===== src/rtl/clk8_timer_pkg.sv =====
// Shared definitions for the clk_8 edge timer.
// Holds the FSM state encoding and the default widths used by
// clk8_edge_timer (terminal-count width and edge-counter width).
package clk8_timer_pkg;

  localparam int TC_W_DEF  = 8;
  localparam int CNT_W_DEF = 16;

  typedef enum logic {
    IDLE = 1'b0,
    RUN  = 1'b1
  } state_t;

endpackage


===== src/rtl/clk8_edge_timer_rise_det.sv =====
// Rising-edge detector for a level that is already synchronous to clk.
// Ports:
//   clk   - system clock, rising edge
//   rst_n - asynchronous active-low reset
//   din   - input level
//   rise  - high for the cycle in which din is 1 and was 0 last cycle
// The delayed copy resets to 0, so a level already high when reset is
// released registers as one rise on the first cycle.
module rise_det (
  input  logic clk,
  input  logic rst_n,
  input  logic din,
  output logic rise
);

  logic din_d;

  always_ff @(posedge clk or negedge rst_n) begin
    if (!rst_n) begin
      din_d <= 1'b0;
    end else begin
      din_d <= din;
    end
  end

  assign rise = din & ~din_d;

endmodule


===== src/rtl/clk8_edge_timer.sv =====
// Timer that counts rising edges of the divide-by-8 clock level clk_8
// and emits a tick after every tc edges.
// Ports:
//   clk      - system clock, rising edge
//   rst_n    - asynchronous active-low reset
//   clk_8    - divide-by-8 level, synchronous to clk
//   start    - one-cycle pulse, arms or restarts the timer (ignored if tc == 0)
//   stop     - one-cycle pulse, halts the timer; wins over start
//   tc       - clk_8 edges per tick, captured on an accepted start
//   tick     - one-cycle pulse after the terminal edge of each period
//   busy     - high while running
//   edge_cnt - clk_8 edges since the last accepted start, saturating
//   ovf      - sticky, set when edge_cnt reaches all-ones
module clk8_edge_timer
  import clk8_timer_pkg::*;
#(
  parameter int TC_W  = TC_W_DEF,
  parameter int CNT_W = CNT_W_DEF
) (
  input  logic             clk,
  input  logic             rst_n,
  input  logic             clk_8,
  input  logic             start,
  input  logic             stop,
  input  logic [TC_W-1:0]  tc,
  output logic             tick,
  output logic             busy,
  output logic [CNT_W-1:0] edge_cnt,
  output logic             ovf
);

  localparam logic [CNT_W-1:0] CNT_MAX = '1;

  state_t            state, state_nx;
  logic              rise;
  logic              accept;
  logic              last_edge;
  logic [TC_W-1:0]   tc_q;
  logic [TC_W-1:0]   pcnt;

  rise_det u_rise_det (
    .clk   (clk),
    .rst_n (rst_n),
    .din   (clk_8),
    .rise  (rise)
  );

  // A start is only honoured with a non-zero period and no competing stop.
  always_comb begin
    accept    = start && !stop && (tc != '0);
    last_edge = (pcnt == tc_q - TC_W'(1));
    state_nx  = state;
    case (state)
      IDLE:    if (accept) state_nx = RUN;
      RUN:     if (stop)   state_nx = IDLE;
      default: state_nx = IDLE;
    endcase
  end

  always_ff @(posedge clk or negedge rst_n) begin
    if (!rst_n) begin
      state <= IDLE;
      busy  <= 1'b0;
    end else begin
      state <= state_nx;
      busy  <= (state_nx == RUN);
    end
  end

  // Period counter, edge counter and tick. tick defaults low every cycle
  // so it can never stretch beyond one cycle.
  always_ff @(posedge clk or negedge rst_n) begin
    if (!rst_n) begin
      tc_q     <= '0;
      pcnt     <= '0;
      edge_cnt <= '0;
      ovf      <= 1'b0;
      tick     <= 1'b0;
    end else begin
      tick <= 1'b0;
      if (state == RUN && stop) begin
        // Halt: drop the partial period, keep the edge count and flag.
        pcnt <= '0;
      end else if (accept) begin
        // Arm or restart; a rise in this same cycle is deliberately lost.
        tc_q     <= tc;
        pcnt     <= '0;
        edge_cnt <= '0;
        ovf      <= 1'b0;
      end else if (state == RUN && rise) begin
        if (last_edge) begin
          pcnt <= '0;
          tick <= 1'b1;
        end else begin
          pcnt <= pcnt + TC_W'(1);
        end
        if (edge_cnt != CNT_MAX) begin
          edge_cnt <= edge_cnt + CNT_W'(1);
        end
        if (edge_cnt >= CNT_MAX - CNT_W'(1)) begin
          ovf <= 1'b1;
        end
      end
    end
  end

endmodule


===== config.mk =====
export PLATFORM = sky130hd
export DESIGN_NAME = clk8_edge_timer
export DESIGN_NICKNAME = d
export VERILOG_FILES = /design/src/rtl/clk8_timer_pkg.sv /design/src/rtl/clk8_edge_timer_rise_det.sv /design/src/rtl/clk8_edge_timer.sv
export SDC_FILE = /design/constraint.sdc
export NUM_CORES = 1
export LEC_CHECK = 0
export ABC_AREA = 1
export ABC_CLOCK_PERIOD_IN_PS = 2000
export CORE_MARGIN = 5
export CORE_UTILIZATION = 55
export DETAILED_ROUTE_END_ITERATION = 7
export PLACE_DENSITY = 0.8
export SETUP_SLACK_MARGIN = 0.2
export SLEW_MARGIN = 20
export SYNTH_ARGS = -nofsm -noshare
export SYNTH_HDL_FRONTEND = slang
export SYNTH_SLANG_ARGS = --single-unit

===== constraint.sdc =====
create_clock -name clk -period 2 [get_ports clk]
set_input_delay 0.3 -clock clk [delete_from_list [all_inputs] [get_ports clk]]
set_output_delay 0.3 -clock clk [all_outputs]
set_load 0.1 [all_outputs]

After elaboration in Yosys (flattened, before gate mapping)
Index checks and enable logic that the tools add are counted.
- add/subtract/negate cells: 3
- $lt $le $gt $ge: 1
- eq/ne operators: 2
- mux-type cells: 17
- bitwise logic cells: 4
- reductions and logical operators: 13
- operators by type and width (operator ; number):
    $mux W16 ; 3
    $mux W8 ; 4
    $add A16 B1 Y16 const B ; 1
    $ge A16 B16 Y1 const B ; 1
    $ne A16 B16 Y1 const B ; 1
    $mux W1 ; 9
    $add A8 B1 Y8 const B ; 1
    $eq A8 B8 Y1 ; 1
    $reduce_bool A8 Y1 ; 1
    $sub A8 B1 Y8 const B ; 1
    $reduce_and A3 Y1 ; 2
    $reduce_bool A2 Y1 ; 3
    $logic_and A1 B1 Y1 ; 4
    $not A1 Y1 ; 3
    $reduce_bool A3 Y1 ; 1
    $pmux W1 S2 ; 1
    $reduce_and A2 Y1 ; 1
    $and A1 B1 Y1 ; 1
    $logic_not A1 Y1 ; 1
- register bits: 36
- output and inout port bits: 19
- logic and storage cells: 47

Logic depth before layout (Yosys ltp)
- depth in word-level cells: 6
- gate-level depth with buffers: 12
- mapped depth without buffers: 12

Modules after synthesis
Synthesis repeated with hierarchy kept, for this count alone.
- cells, all modules: 358
- area, all modules: 2423.6 µm²
- modules (own cells, without submodules) (module ; times used ; cells each ; area an instance (µm²) ; seq. area each (µm²)):
    clk8_edge_timer ; 1 ; 355 ; 2388.5 ; 875.8
    rise_det ; 1 ; 3 ; 35.0 ; 25.0

Worst setup path after synthesis
OpenSTA, ideal clock, no wires.
- kind: flip-flop to flip-flop
- start point: register edge_cnt[1]
- end point: register edge_cnt[12]
- library setup time: 0.120 ns
- data arrival time: 2.124 ns
- data required time: 1.880 ns
- path slack: -0.245 ns
- cell stages (with the launch flop): 12
- path buffers: 1
- period minus slack after synthesis: 2.245 ns
- cells stage by stage: dfrtp_1 > ha_1 > inv_1 > nor2_2 > nand2_1 > nor2_1 > nand2_2 > inv_2 > nor2_4 > buf_6 > nand2_1 > nand2_1
- longest elaborated chain between the ends: 4
- ends and longest elaborated chain (element ; line ; source):
    from (decl) ; clk8_edge_timer.sv:28 ; output logic [CNT_W-1:0] edge_cnt,
    from (signal assigned) ; clk8_edge_timer.sv:98 ; edge_cnt <= edge_cnt + CNT_W'(1);
    $add A16 B1 Y16 ; clk8_edge_timer.sv:98 ;
    $mux W16 ; clk8_edge_timer.sv:97 ; if (edge_cnt != CNT_MAX) begin
    $mux W16 ; clk8_edge_timer.sv:90 ; end else if (state == RUN && rise) begin
    $mux W16 ; clk8_edge_timer.sv:84 ; end else if (accept) begin
Parallel ways exist; a longest one is shown, timed or not. The select of a mux whose other input is x is not followed.
A chain may end at the register's enable or synchronous reset.

Final worst setup path
- start point: register edge_cnt[1]
- end point: register edge_cnt[15]
The elaborated chain is that of the path after synthesis.

==> reports/qor.txt <==
Outcome: complete, no violations
DP Cell Count: 435
Number of global-route vias before repair: 2308
Min Hold Slack: 0.338 ns
Number of cells produced by synthesis: 353
CP required: 2.24 ns
DR vias/cell: 5.18
CP max FO: 16
CP arrival: 1.92 ns
Reg2reg start: edge_cnt[1]$_DFFE_PN0P_
Maximum buffer depth of the clock tree: 2
Synth warnings: 0
GRT Residual Overflow: 0
Clk sinks: 36
Synthesized flop and latch total: 36
Routed Antenna Nets: 0
DR vias: 2320
Critical Path Sink Type: flip-flop
Syn Area/Cell: 6.75 sq um
Slowest Stage Delay on Critical Path: 0.52 ns
Crit start category: flip-flop
Area Growth Syn to Fin: 22.4%
Worst slew pin tran: 0.370 ns
Min-delay worst type: in -> async
Syn nets: 370
Post-synth EDFFs: 0
Final hold violations: 0
Xor/xnor share of the synthesized area: 6.99%
CTS root buf: clkbuf_8
Post-DP HPWL: 4.06 mm
# diodes: 0
Aggregate routed wire length: 5.66 mm
Crit path max-delay cell type: dfrtp_4
Nets: 412
Clk_skew: 0.00904 ns
Flop-to-flop setup slack: 0.32 ns
Unrepaired setup endpoints after global routing: yes
Core Rows: 24
Initial Utilization: 55.9%
Max Freq: 594 MHz
Clk_lat worst skew: 0.29 ns
Rel. slew slack: 75.2%
IO buf count: 31
Drt drc: 0
Worst-case reg-to-reg path depth: 11
Most frequent CP cell: nand2_1
I/O pin cnt: 32
Largest family of logic cells by synthesized area: simple AND/OR/NAND/NOR gates
Leakage dissipation: 1.45 nW
Max cap viols: 0
Worst-path cell chain: ha_4, inv_1, nor2_4, nand2_1, nor2_2, nand2_2, inv_2, nor2_4, buf_12, nand2_1, nand2_1
Final setup vio count: 0
Synth cell types: 29
Fin crit share: 84.2%
Top FF cell, synth: dfrtp_1
Fin crit period: 1.68 ns
Die width: 75.8 um
CTS H-tree lvls: 2
Post-synthesis mux area share: 0%
Top-count cell post-synth: nand2_1
TritonRoute pass-1 iters: 4
FF-to-FF End: edge_cnt[15]$_DFFE_PN0P_
Compound-Gate Fraction of Synth Area: 4.20%
GR Util All Layers: 21.7%
Async SR Flop Fraction: 100%
CTS tree: done
Synth Cell Area: 2380 sq um
Worst vdd ir: 0.000854 V
Core area: 4260 sq um
Die H: 75.8 um
DIE AREA: 5750 sq um
Post-Synth Simple-Gate Area: 40.6%
First-pass GRT wire length: 9.58 mm
Register area share after synthesis: 37.8%
Drt initial violations: 132
Synth area leader: dfrtp_1
Final non-filler cell total: 448
Fin. max-slew vios: 0
Critical setup path kind: reg -> reg
Routability congestion estimate: 0.845
Share of cells above drive strength 1: 19.2%
Synth top area share: 37.8%
Num CTS Buffers: 5
DR WL/cell: 12.6 um
Adder-Cell Fraction of Synth Area: 2.10%
Pin count of the biggest net entering global routing: 21
Synth top area cells: dfrtp_1, nand2_1, nor2_1
Pwr Density: 826 nW/um^2
Clock slew at the register clock pins of the worst setup and hold paths: 0.08 ns
Antenna violations before repair: 0
Leading cell types by count after synthesis: nand2_1, nor2_1, dfrtp_1
==> timing repair <==
action,in CTS,in global routing
hold buffers,1,0
setup endpoints to repair,0,25
buffers inserted,0,3
hold endpoints to repair,4,0
resized for setup,0,9
==> sequential cells by signal, indices dropped and copies added, names as in the netlist <==
name	count
ovf	1
u_rise_det.din_d	1
tc_q	8
state	1
pcnt	8
tick	1
edge_cnt	16
==> area by class of cell <==
| type | count | area [sq um] |
|---|---|---|
| Fill cell | 382 | 1350 |
| Multi-Input combinational cell | 272 | 1330 |
| Sequential cell | 36 | 926 |
| Timing Repair Buffer | 42 | 355 |
| Inverter | 38 | 143 |
| Clock buffer | 6 | 82.6 |
| Tap cell | 52 | 65.1 |
| Clock inverter | 2 | 10.0 |
==> stage by stage <==
step / setup slack (ns) / cell area [sq um] / setup TNS, ns / util [%] / total power, mW
6_report: 0.316 / 2920 / 0 / 68.4 / 2.41
2_1_floorplan: 0.208 / 2420 / 0 / - / 1.62
3_3_place_gp: 0.0544 / 2760 / 0 / 64.6 / 1.82
3_5_place_dp: -0.00523 / 2760 / -0.0110 / 64.6 / 1.84
4_1_cts: 0.225 / 2860 / 0 / 67.0 / 2.40
5_1_grt: 0.181 / 2920 / 0 / 68.4 / 2.53
==> kinds of logic after synthesis <==
group / Yosys count
flops: 36
simple gates: 231
fa+ha+maj: 4
compound gates: 17
buf+inv: 46
xor+xnor: 19
==> worst max-delay path: cells and delay by family, from the launching register on <==
kind,cells,cell delay [ns]
buf+inv,3,0.33
simple gates,7,0.62
flops,1,0.52
fa+ha+maj,1,0.18
==> worst max path at each step <==
stage / start / end / slack, ns / cells past startpoint
floorplan: edge_cnt[15]$_DFFE_PN0P_ / edge_cnt[15]$_DFFE_PN0P_ / 0.21 / 8
global placement: tc[2] / edge_cnt[1]$_DFFE_PN0P_ / 0.05 / 10
detailed placement: tc[6] / edge_cnt[6]$_DFFE_PN0P_ / -0.005 / 10
CTS: edge_cnt[0]$_DFFE_PN0P_ / edge_cnt[15]$_DFFE_PN0P_ / 0.23 / 11
global route: edge_cnt[1]$_DFFE_PN0P_ / edge_cnt[6]$_DFFE_PN0P_ / 0.18 / 11
finish: edge_cnt[1]$_DFFE_PN0P_ / edge_cnt[15]$_DFFE_PN0P_ / 0.32 / 11
==> placed cells by master (no fill, tap or decap), drive strengths merged <==
cell / instances
dfrtp: 36
clkbuf: 6
clkinv: 3
nand3: 22
a21oi: 4
xor2: 12
nand2: 143
a31oi: 1
xnor2: 7
nand4: 7
ha: 4
nor2: 51
buf: 30
clkdlybuf4s50: 11
or2: 2
nor3: 6
inv: 37
and3: 1
o21a: 1
o21ai: 11
dlygate4sd3: 1
==> routing by layer <==
metal / global-route usage (%) / wire length (um) / vias to the layer above
met5: 0 / 0 / -
met4: 11.5 / 161 / 0
met2: 38.4 / 2910 / 72
li1: - / - / 1173
met1: 24.3 / 2310 / 1056
met3: 4.75 / 267 / 19
==> power breakdown <==
part / internal (mW) / switching, mW / leakage (nW) / total, mW
registers: 0.819 / 0.112 / 0.454 / 0.931
logic: 0.261 / 0.669 / 0.941 / 0.929
clock network: 0.275 / 0.273 / 0.0510 / 0.548
Power figures use the tool's default switching activity.
